`src/rtl/fwft_pkt_framer_if.sv`:
```
// Framer-facing bundle: FWFT FIFO read port plus the outgoing valid/ready stream.
// master is the framer's view, slave the surrounding environment's view.
interface fwft_pkt_framer_if #(
  parameter int unsigned WIDTH = 8
);
  logic [WIDTH-1:0] fifo_rdata;
  logic             fifo_rdata_vld;
  logic             fifo_rden;
  logic [WIDTH-1:0] m_data;
  logic             m_valid;
  logic             m_ready;
  logic             m_last;

  modport master (
    input  fifo_rdata, fifo_rdata_vld, m_ready,
    output fifo_rden, m_data, m_valid, m_last
  );

  modport slave (
    output fifo_rdata, fifo_rdata_vld, m_ready,
    input  fifo_rden, m_data, m_valid, m_last
  );
endinterface

```
`src/rtl/fwft_pkt_framer.sv`:
```
// Pops words from an FWFT FIFO and frames them as header / 1..PKT_LEN payload /
// count trailer packets on a one-stage registered valid/ready stream.
module fwft_pkt_framer #(
  parameter int unsigned     WIDTH    = 8,
  parameter int unsigned     PKT_LEN  = 64,
  parameter int unsigned     TIMEOUT  = 256,
  parameter logic [WIDTH-1:0] HDR_WORD = WIDTH'(8'hA5)
) (
  input  logic                clk,
  input  logic                rst,
  fwft_pkt_framer_if.master   bus,
  output logic                flush_pulse,
  output logic [15:0]         pkt_cnt
);

  localparam int unsigned      TW      = $clog2(TIMEOUT + 1);
  localparam logic [WIDTH-1:0] PKT_MAX = WIDTH'(PKT_LEN);
  localparam logic [TW-1:0]    TMAX    = TW'(TIMEOUT);

  typedef enum logic [1:0] {IDLE, PAYLOAD, TRAILER} state_t;

  state_t           state;
  logic [WIDTH-1:0] cnt;
  logic [TW-1:0]    tcnt;
  logic             slot_free;
  logic             pop;

  assign slot_free     = !bus.m_valid || bus.m_ready;
  // A pop is only granted when the word lands in the output register this cycle.
  assign pop           = (state == PAYLOAD) && bus.fifo_rdata_vld && slot_free && (cnt < PKT_MAX);
  assign bus.fifo_rden = pop;

  always_ff @(posedge clk or negedge rst) begin
    if (!rst) begin
      state       <= IDLE;
      cnt         <= '0;
      tcnt        <= '0;
      bus.m_data  <= '0;
      bus.m_valid <= 1'b0;
      bus.m_last  <= 1'b0;
      flush_pulse <= 1'b0;
      pkt_cnt     <= '0;
    end else begin
      flush_pulse <= 1'b0;
      // Drain the slot on a transfer; a load below in the same cycle overrides.
      if (bus.m_ready) begin
        bus.m_valid <= 1'b0;
        bus.m_last  <= 1'b0;
      end
      case (state)
        IDLE: begin
          if (bus.fifo_rdata_vld && slot_free) begin
            bus.m_data  <= HDR_WORD;
            bus.m_valid <= 1'b1;
            bus.m_last  <= 1'b0;
            cnt         <= '0;
            tcnt        <= '0;
            state       <= PAYLOAD;
          end
        end
        PAYLOAD: begin
          if (pop) begin
            bus.m_data  <= bus.fifo_rdata;
            bus.m_valid <= 1'b1;
            bus.m_last  <= 1'b0;
            cnt         <= cnt + 1'b1;
            tcnt        <= '0;
            if ((cnt + 1'b1) == PKT_MAX) state <= TRAILER;
          end else if (!bus.fifo_rdata_vld) begin
            if (tcnt != TMAX) tcnt <= tcnt + 1'b1;
            if (tcnt == TMAX - 1'b1) begin
              state       <= TRAILER;
              flush_pulse <= 1'b1;
            end
          end
        end
        TRAILER: begin
          if (slot_free) begin
            bus.m_data  <= cnt;
            bus.m_valid <= 1'b1;
            bus.m_last  <= 1'b1;
            pkt_cnt     <= pkt_cnt + 1'b1;
            state       <= IDLE;
          end
        end
        default: state <= IDLE;
      endcase
    end
  end

endmodule

```
`src/flat_wrapper.sv`:
```
// flat-port wrapper written by rule: the top's interface ports become plain ports
module fwft_pkt_framer_flat 
#(
  parameter int unsigned     WIDTH    = 8,
  parameter int unsigned     PKT_LEN  = 64,
  parameter int unsigned     TIMEOUT  = 256,
  parameter logic [WIDTH-1:0] HDR_WORD = WIDTH'(8'hA5)
)
  (clk, rst, flush_pulse, pkt_cnt, bus_fifo_rdata, bus_fifo_rdata_vld, bus_m_ready, bus_fifo_rden, bus_m_data, bus_m_valid, bus_m_last);
  fwft_pkt_framer_if #(.WIDTH(WIDTH)) bus_i ();
  input  logic clk;
  input  logic rst;
  output logic flush_pulse;
  output logic [15:0] pkt_cnt;
  input wire logic [$bits(bus_i.fifo_rdata)-1:0] bus_fifo_rdata;
  input wire logic [$bits(bus_i.fifo_rdata_vld)-1:0] bus_fifo_rdata_vld;
  input wire logic [$bits(bus_i.m_ready)-1:0] bus_m_ready;
  output wire logic [$bits(bus_i.fifo_rden)-1:0] bus_fifo_rden;
  output wire logic [$bits(bus_i.m_data)-1:0] bus_m_data;
  output wire logic [$bits(bus_i.m_valid)-1:0] bus_m_valid;
  output wire logic [$bits(bus_i.m_last)-1:0] bus_m_last;
  assign bus_i.fifo_rdata = bus_fifo_rdata;
  assign bus_i.fifo_rdata_vld = bus_fifo_rdata_vld;
  assign bus_i.m_ready = bus_m_ready;
  assign bus_fifo_rden = bus_i.fifo_rden;
  assign bus_m_data = bus_i.m_data;
  assign bus_m_valid = bus_i.m_valid;
  assign bus_m_last = bus_i.m_last;
  fwft_pkt_framer #(.WIDTH(WIDTH), .PKT_LEN(PKT_LEN), .TIMEOUT(TIMEOUT), .HDR_WORD(HDR_WORD)) u_core (.clk(clk), .rst(rst), .bus(bus_i), .flush_pulse(flush_pulse), .pkt_cnt(pkt_cnt));
endmodule
```
`config.mk`:
```
export PLATFORM = sky130hd
export DESIGN_NAME = fwft_pkt_framer_flat
export DESIGN_NICKNAME = d
export VERILOG_FILES = /design/src/rtl/fwft_pkt_framer_if.sv /design/src/rtl/fwft_pkt_framer.sv /design/src/flat_wrapper.sv
export SDC_FILE = /design/constraint.sdc
export NUM_CORES = 1
export LEC_CHECK = 0
export CORE_UTILIZATION = 53
export DETAILED_ROUTE_END_ITERATION = 10
export PLACE_DENSITY_LB_ADDON = 0.15
export SYNTH_ARGS = -nofsm -noshare
export SYNTH_HDL_FRONTEND = slang
export SYNTH_SLANG_ARGS = --single-unit
```
`constraint.sdc`:
```
create_clock -name clk -period 2.6 [get_ports clk]
set_input_delay 0.52 -clock clk [delete_from_list [all_inputs] [get_ports clk]]
set_output_delay 0.52 -clock clk [all_outputs]
set_load 0.02 [all_outputs]
```
==> results of run 1 <==
-- path summary, 6_finish.rpt --
path	startpoint	to	slack, ns	cells after the start
min in group clk	u_core.pkt_cnt[15]	u_core.pkt_cnt[15]	0.47	1
worst max register to register	u_core.state[1]	u_core.tcnt[4]	0.32	8
worst min register to register	u_core.pkt_cnt[15]	u_core.pkt_cnt[15]	0.47	1
worst min-delay path	rst	u_core.pkt_cnt[15]	0.22	1
worst max-delay path	u_core.state[1]	bus_fifo_rden	0.28	6
max in group asynchronous	rst	u_core.pkt_cnt[3]	1.81	2
-- state kept, by name, indices dropped and copies added, names as in the netlist --
signal              flops
u_core.flush_pulse      1
u_core.state            2
u_core.tcnt             9
u_core.cnt              8
u_core.bus.m_last       1
u_core.pkt_cnt         16
u_core.bus.m_data       8
u_core.bus.m_valid      1
-- metal layers --
layer  wire [um]  up-vias  share of wire (%)  track usage (%)
met4          72        0                1.5            8.617
met1        2292      923                 47            30.08
met3         208        7                4.3            3.343
met2        2281       61                 47            36.57
li1            -      998                  -                -
met5           0        -                  0                0
-- cell usage after synthesis (5+ instances only) --
library cell,n
xor2_1,5
dfrtp_1,46
xnor2_1,13
o21ai_0,12
nor3_1,5
a21oi_1,7
nor2_1,22
inv_1,12
a22o_1,5
clkbuf_1,5
nand3_1,19
a31oi_1,6
nand4_1,7
ha_1,11
and3_1,8
nand2_1,28
-- cell type report --
cell class | count | share of cell area (%)
sequential | 46 | 38.06
multi-input combinational | 185 | 38.85
inverter | 12 | 1.489
tap | 52 | 2.151
timing repair buffer | 54 | 16.43
clock inverter | 1 | 0.1655
clock buffer | 7 | 2.855
-- report_power, final --
part	switching, mW	internal [mW]	leakage [nW]
Clock	0.227	0.215	0.0482
Combinational	0.643	0.527	0.706
Sequential	0.148	0.859	0.612
Total	1.02	1.60	1.37
-- placed cells by master, fill, tap and decap left out, drive strengths merged, types with 3 or more instances in the layout --
master,count
a21oi,7
a22o,5
a22oi,4
a31oi,6
and2,4
and3,8
buf,16
clkbuf,7
clkdlybuf4s50,37
dfrtp,46
ha,11
inv,12
nand2,28
nand3,19
nand4,7
nor2,22
nor3,5
o211ai,3
o21ai,12
o31ai,4
xnor2,13
xor2,5
-- metrics by stage --
stage	total power [mW]	instances	TNS [ns]
floorplan	1.744	252	0
global placement	2.167	349	-0.1979
detailed placement	2.192	349	-0.3627
CTS	2.633	357	0
global route	2.829	357	0
finish	2.619	357	0
-- repair_timing --
action                     in CTS  in global routing
pin swaps                       0                  0
hold buffers                    0                  0
setup endpoints to repair       1                  8
setup buffers                   0                  0
resized for setup               2                  1
-- critical path, stage by stage (launching register included) --
cell and delay (ns):
dfrtp_1 0.42, inv_1 0.13, ha_1 0.17, nor3b_2 0.23, nand3_1 0.14, inv_1 0.09
dlygate4sd2_1 0.33
-- logic make-up after synthesis --
family	after synthesis
xor+xnor	18
simple gates	105
fa+ha+maj	11
flops	46
compound gates	49
buf+inv	21
mux	2
==> results by group, run 1 <==
Route
  • Detailed Route WL: 4.854 mm
  • Routed len/inst: 13.60 um
  • Antenna Nets Post-Route: 0
  • Drt first-iter violations: 108
  • DRC violations left: 0
  • Via count: 1,989
  • Vias/cell: 5.571
  • Pre-Repair DR Iteration Count: 4

Timing
  • Tightest Pin Transition: 0.6877 ns
  • Tmin final: 2.323 ns
  • FMAX: 430.6 MHz
  • # setup viols final: 0
  • Setup ws final: 0.2775 ns
  • Fin. Hold Viols: 0
  • Clk_skew: 0.003324 ns
  • Worst hold slack: 0.2166 ns
  • RSZ-0062 raised after global routing: false
  • Slew HR: 53.90%
  • Final Max Slew Viols: 0
  • Crit share post-route: 89.33%

Cells and area
  • Final-stage net count: 327
  • Final Cell Area: 0.003024 mm2
  • Reg area: 0.001151 mm2
  • Filler cells: 343
  • Post-layout util: 69.45%
  • Ratio of cells with drive above 1 in the final layout: 9.180%
  • Multi-input logic area: 0.001175 mm2
  • Ant. Diodes: 0
  • Synth-to-Final Area Change: 25.56%

Place
  • Detailed placement HPWL: 3.639 mm
  • Gpl congestion: 0.8526
  • Placed cell areas: 0.002924 mm2
  • Port Buffers: 39
  • Setup slack at placement: -0.07886 ns

Die
  • Die ar.: 0.004818 mm2
  • # rows: 24
  • Top Ports: 40
  • Initial Utilization: 55.32%
  • Core ar.: 0.004354 mm2
  • Die W: 69.41 um
  • Die Span Y: 69.41 um

Clock network
  • Total CTS buffers: 5
  • Root Driver: clkbuf_8
  • Worst-path clk slew: 0.08 ns
  • Clock tree buffer depth: 2
  • H-tree depth: 2
  • CTS sink cnt: 46
  • Clock Latency Late Sink: 0.29 ns
  • CTS tree: built

Critical path
  • CP Max Fanout: 5
  • Crit path launch type: flop
  • Required time of the critical path: 2.08 ns
  • Crit. End Element: output port
  • Kind of critical path: reg -> out
  • Critical path arrival: 1.80 ns

Synthesis
  • Number of synthesized register bits: 46
  • Top post-synthesis cells by area: dfrtp_1 48%, ha_1 5.7%, xnor2_1 4.7%, nand2_1 4.4%, nand3_1 3.9%
  • Top-area cell type share of the netlist area: 47.79%
  • Area share of fa/ha/maj cells after synthesis: 5.714%
  • Synth async-reset ratio: 100.0%
  • Register area share after synthesis: 47.79%
  • Synth Area in Simple Gates: 21.45%
  • Synthesized area: 0.002409 mm2
  • Post-synthesis mux area share: 0.9351%
  • EDFF count, synth: 0
  • Synth Warn #: 0
  • Largest family of logic cells by synthesized area: simple AND/OR/NAND/NOR gates
  • Post-synth top flop: dfrtp_1
  • Mapped Cells: 252
  • Average size of a mapped cell: 9.558 um2
  • XOR/XNOR share of the synthesized area: 6.545%
  • Post-synth net total: 275
  • Compound-Gate Fraction of Synth Area: 13.71%
  • Synth cell types: 41
  • Synth area leader: dfrtp_1

Power
  • P_leak: 1.366 nW
  • Power Density: 866.1 mW/mm2
  • Peak VDD IR: 0.5093 mV

Global route
  • Initial antenna violation count: 0
  • Largest net degree at the start of global routing: 28
  • Total gr overflow: 0
  • GR Util All Layers: 22.36%
  • First-pass GRT wire length: 8.659 mm
  • Vias in the first global route: 1,916

Status
  • Outcome: completed

Min path
  • Worst hold path class: in -> async

Job
  • Max-cap check violation count: 0
Note: power is estimated with default switching activity, not from simulation.
==> inputs of run 2 (changes only) <==
--- a/config.mk
+++ b/config.mk
@@ -8,6 +8,7 @@
 export CORE_UTILIZATION = 53
 export DETAILED_ROUTE_END_ITERATION = 10
 export PLACE_DENSITY_LB_ADDON = 0.15
+export SLEW_MARGIN = 25
 export SYNTH_ARGS = -nofsm -noshare
 export SYNTH_HDL_FRONTEND = slang
 export SYNTH_SLANG_ARGS = --single-unit
==> results by group, run 2 (synthesis gave the netlist of run 1 again) <==
Status
  • Outcome: completed

Cells and area
  • Most frequent cells in the layout: 46 x dfrtp_1, 37 x clkdlybuf4s50_1, 28 x nand2_1
  • Reg area: 0.001151 mm2
  • Ant. Diodes: 0
  • Largest Register: u_core.pkt_cnt
  • Top Registers: u_core.pkt_cnt x16, u_core.tcnt x9
  • Final-stage net count: 327
  • Max reg flops: 16
  • Final Cell Area: 0.003024 mm2
  • Post-route insts no fill: 357
  • Filler cells: 349
  • Multi-input logic area: 0.001175 mm2
  • Ratio of cells with drive above 1 in the final layout: 9.180%
  • Synth-to-Final Area Change: 25.56%
  • Most common cell after layout, fill and taps aside: dfrtp_1

Route
  • Routed len/inst: 13.83 um
  • Via count: 1,986
  • Detailed Route WL: 4.939 mm
  • Antenna Nets Post-Route: 0
  • Pre-Repair DR Iteration Count: 4
  • Vias/cell: 5.563
  • Drt first-iter violations: 83
  • DRC violations left: 0

Timing
  • Clk_skew: 0.003876 ns
  • Slew HR: 53.51%
  • Total negative setup slack: 0 ns
  • FMAX: 431.2 MHz
  • Tmin final: 2.319 ns
  • Crit share post-route: 89.20%
  • Final Max Slew Viols: 0
  • Fin. Hold Viols: 0
  • Worst hold slack: 0.2161 ns
  • # setup viols final: 0
  • Tightest Pin Transition: 0.6936 ns
  • RSZ-0062 raised after global routing: false

Power
  • Switching Power: 1.022 mW
  • P_leak: 1.366 nW
  • Sw Share: 38.95%
  • Proportion of power drawn by combinational gates: 44.8%
  • Peak VDD IR: 0.5111 mV
  • Power Density: 867.5 mW/mm2
  • P_int: 1.602 mW
  • Power share of the clock group: 16.9%
  • Reg power frac: 38.4%

Critical path
  • Kind of critical path: reg -> out
  • Crit. End Element: output port
  • Worst R2R Start: u_core.state[1]
  • Critical path arrival: 1.80 ns
  • CP Max Fanout: 5
  • Critical path launch point: u_core.state[1]
  • Required time of the critical path: 2.08 ns
  • Crit path launch type: flop

Global route
  • Vias in the first global route: 1,895
  • Initial antenna violation count: 0
  • Largest net degree at the start of global routing: 28
  • GR Util All Layers: 22.26%
  • First-pass GRT wire length: 8.659 mm
  • Total gr overflow: 0

Clock network
  • Clock tree buffer depth: 2
  • H-tree depth: 2
  • Total CTS buffers: 5
  • Root Driver: clkbuf_8
  • Postcts setup bufs: 0
  • Clock Latency Late Sink: 0.30 ns
  • CTS tree: built
  • Post-CTS Hold Fix Bufs: 0
  • CTS sink cnt: 46
  • Worst-path clk slew: 0.08 ns

Die
  • Core ar.: 0.004354 mm2
  • Initial Utilization: 55.32%
  • Die ar.: 0.004818 mm2
  • # rows: 24
  • Die Span Y: 69.41 um
  • Top Ports: 40
  • Die W: 69.41 um

Min path
  • Worst hold path class: in -> async

Place
  • Placed Instances: 349
  • Gpl congestion: 0.8526
  • Placed cell areas: 0.002929 mm2
  • Port Buffers: 39
  • Detailed placement HPWL: 3.678 mm

Job
  • Max-cap check violation count: 0
[run 2: cell counts in the layout (fill, tap and decap cells not counted)]
Identical to the previous run, type by type.
[run 2: what timing repair did]
item	CTS	global route
resized for setup	2	0
hold endpoints to repair	0	0
endpoints found under the setup margin	1	0
[run 2: final timing paths]
kind                                      end  cells after the start  slack, ns
min                        u_core.pkt_cnt[15]                      1       0.22
max in group asynchronous   u_core.pkt_cnt[3]                      2       1.81
max                             bus_fifo_rden                      6       0.28
max reg2reg                    u_core.tcnt[4]                      8       0.33
min in group clk           u_core.pkt_cnt[15]                      1       0.47
min reg2reg                u_core.pkt_cnt[15]                      1       0.47
[run 2: routing by layer]
layer,global-route usage [%],wire [um]
met5,0,0
met2,36.68,2366
met4,5.442,50
met1,30.24,2352
met3,4.506,169
[run 2: through the flow]
step / total power, mW / util, % / setup WS, ns
finish: 2.623 / 69.45 / 0.2807
global route: 2.826 / 69.45 / 0.1198
CTS: 2.637 / 69.45 / 0.2729
detailed placement: 2.195 / 67.27 / 0.05680
global placement: 2.167 / 67.16 / -0.04355
floorplan: 1.744 / - / 0.4891
[run 2: critical path, cell delays in order, from the launching register on]
cell	delay (ns)
dfrtp_1	0.43
inv_1	0.12
ha_1	0.18
nor3b_2	0.22
nand3_1	0.14
inv_1	0.09
dlygate4sd2_1	0.33
[run 2: power by group through the flow]
stage               Clock, mW  Combinational, mW  Sequential (mW)
floorplan                   0              0.642             1.10
global placement            0               1.15             1.02
detailed placement          0               1.18             1.02
CTS                     0.451               1.18             1.01
global route            0.482               1.31             1.03
finish                  0.442               1.17             1.01
[run 2: area by class of cell]
| class | count | share of cell area, % |
|---|---|---|
| clock inverters | 1 | 0.1655 |
| well taps | 52 | 2.151 |
| inverters | 12 | 1.489 |
| clock buffers | 7 | 2.855 |
| multi-input cells | 185 | 38.85 |
| flip-flops and latches | 46 | 38.06 |
| repair buffers | 54 | 16.43 |
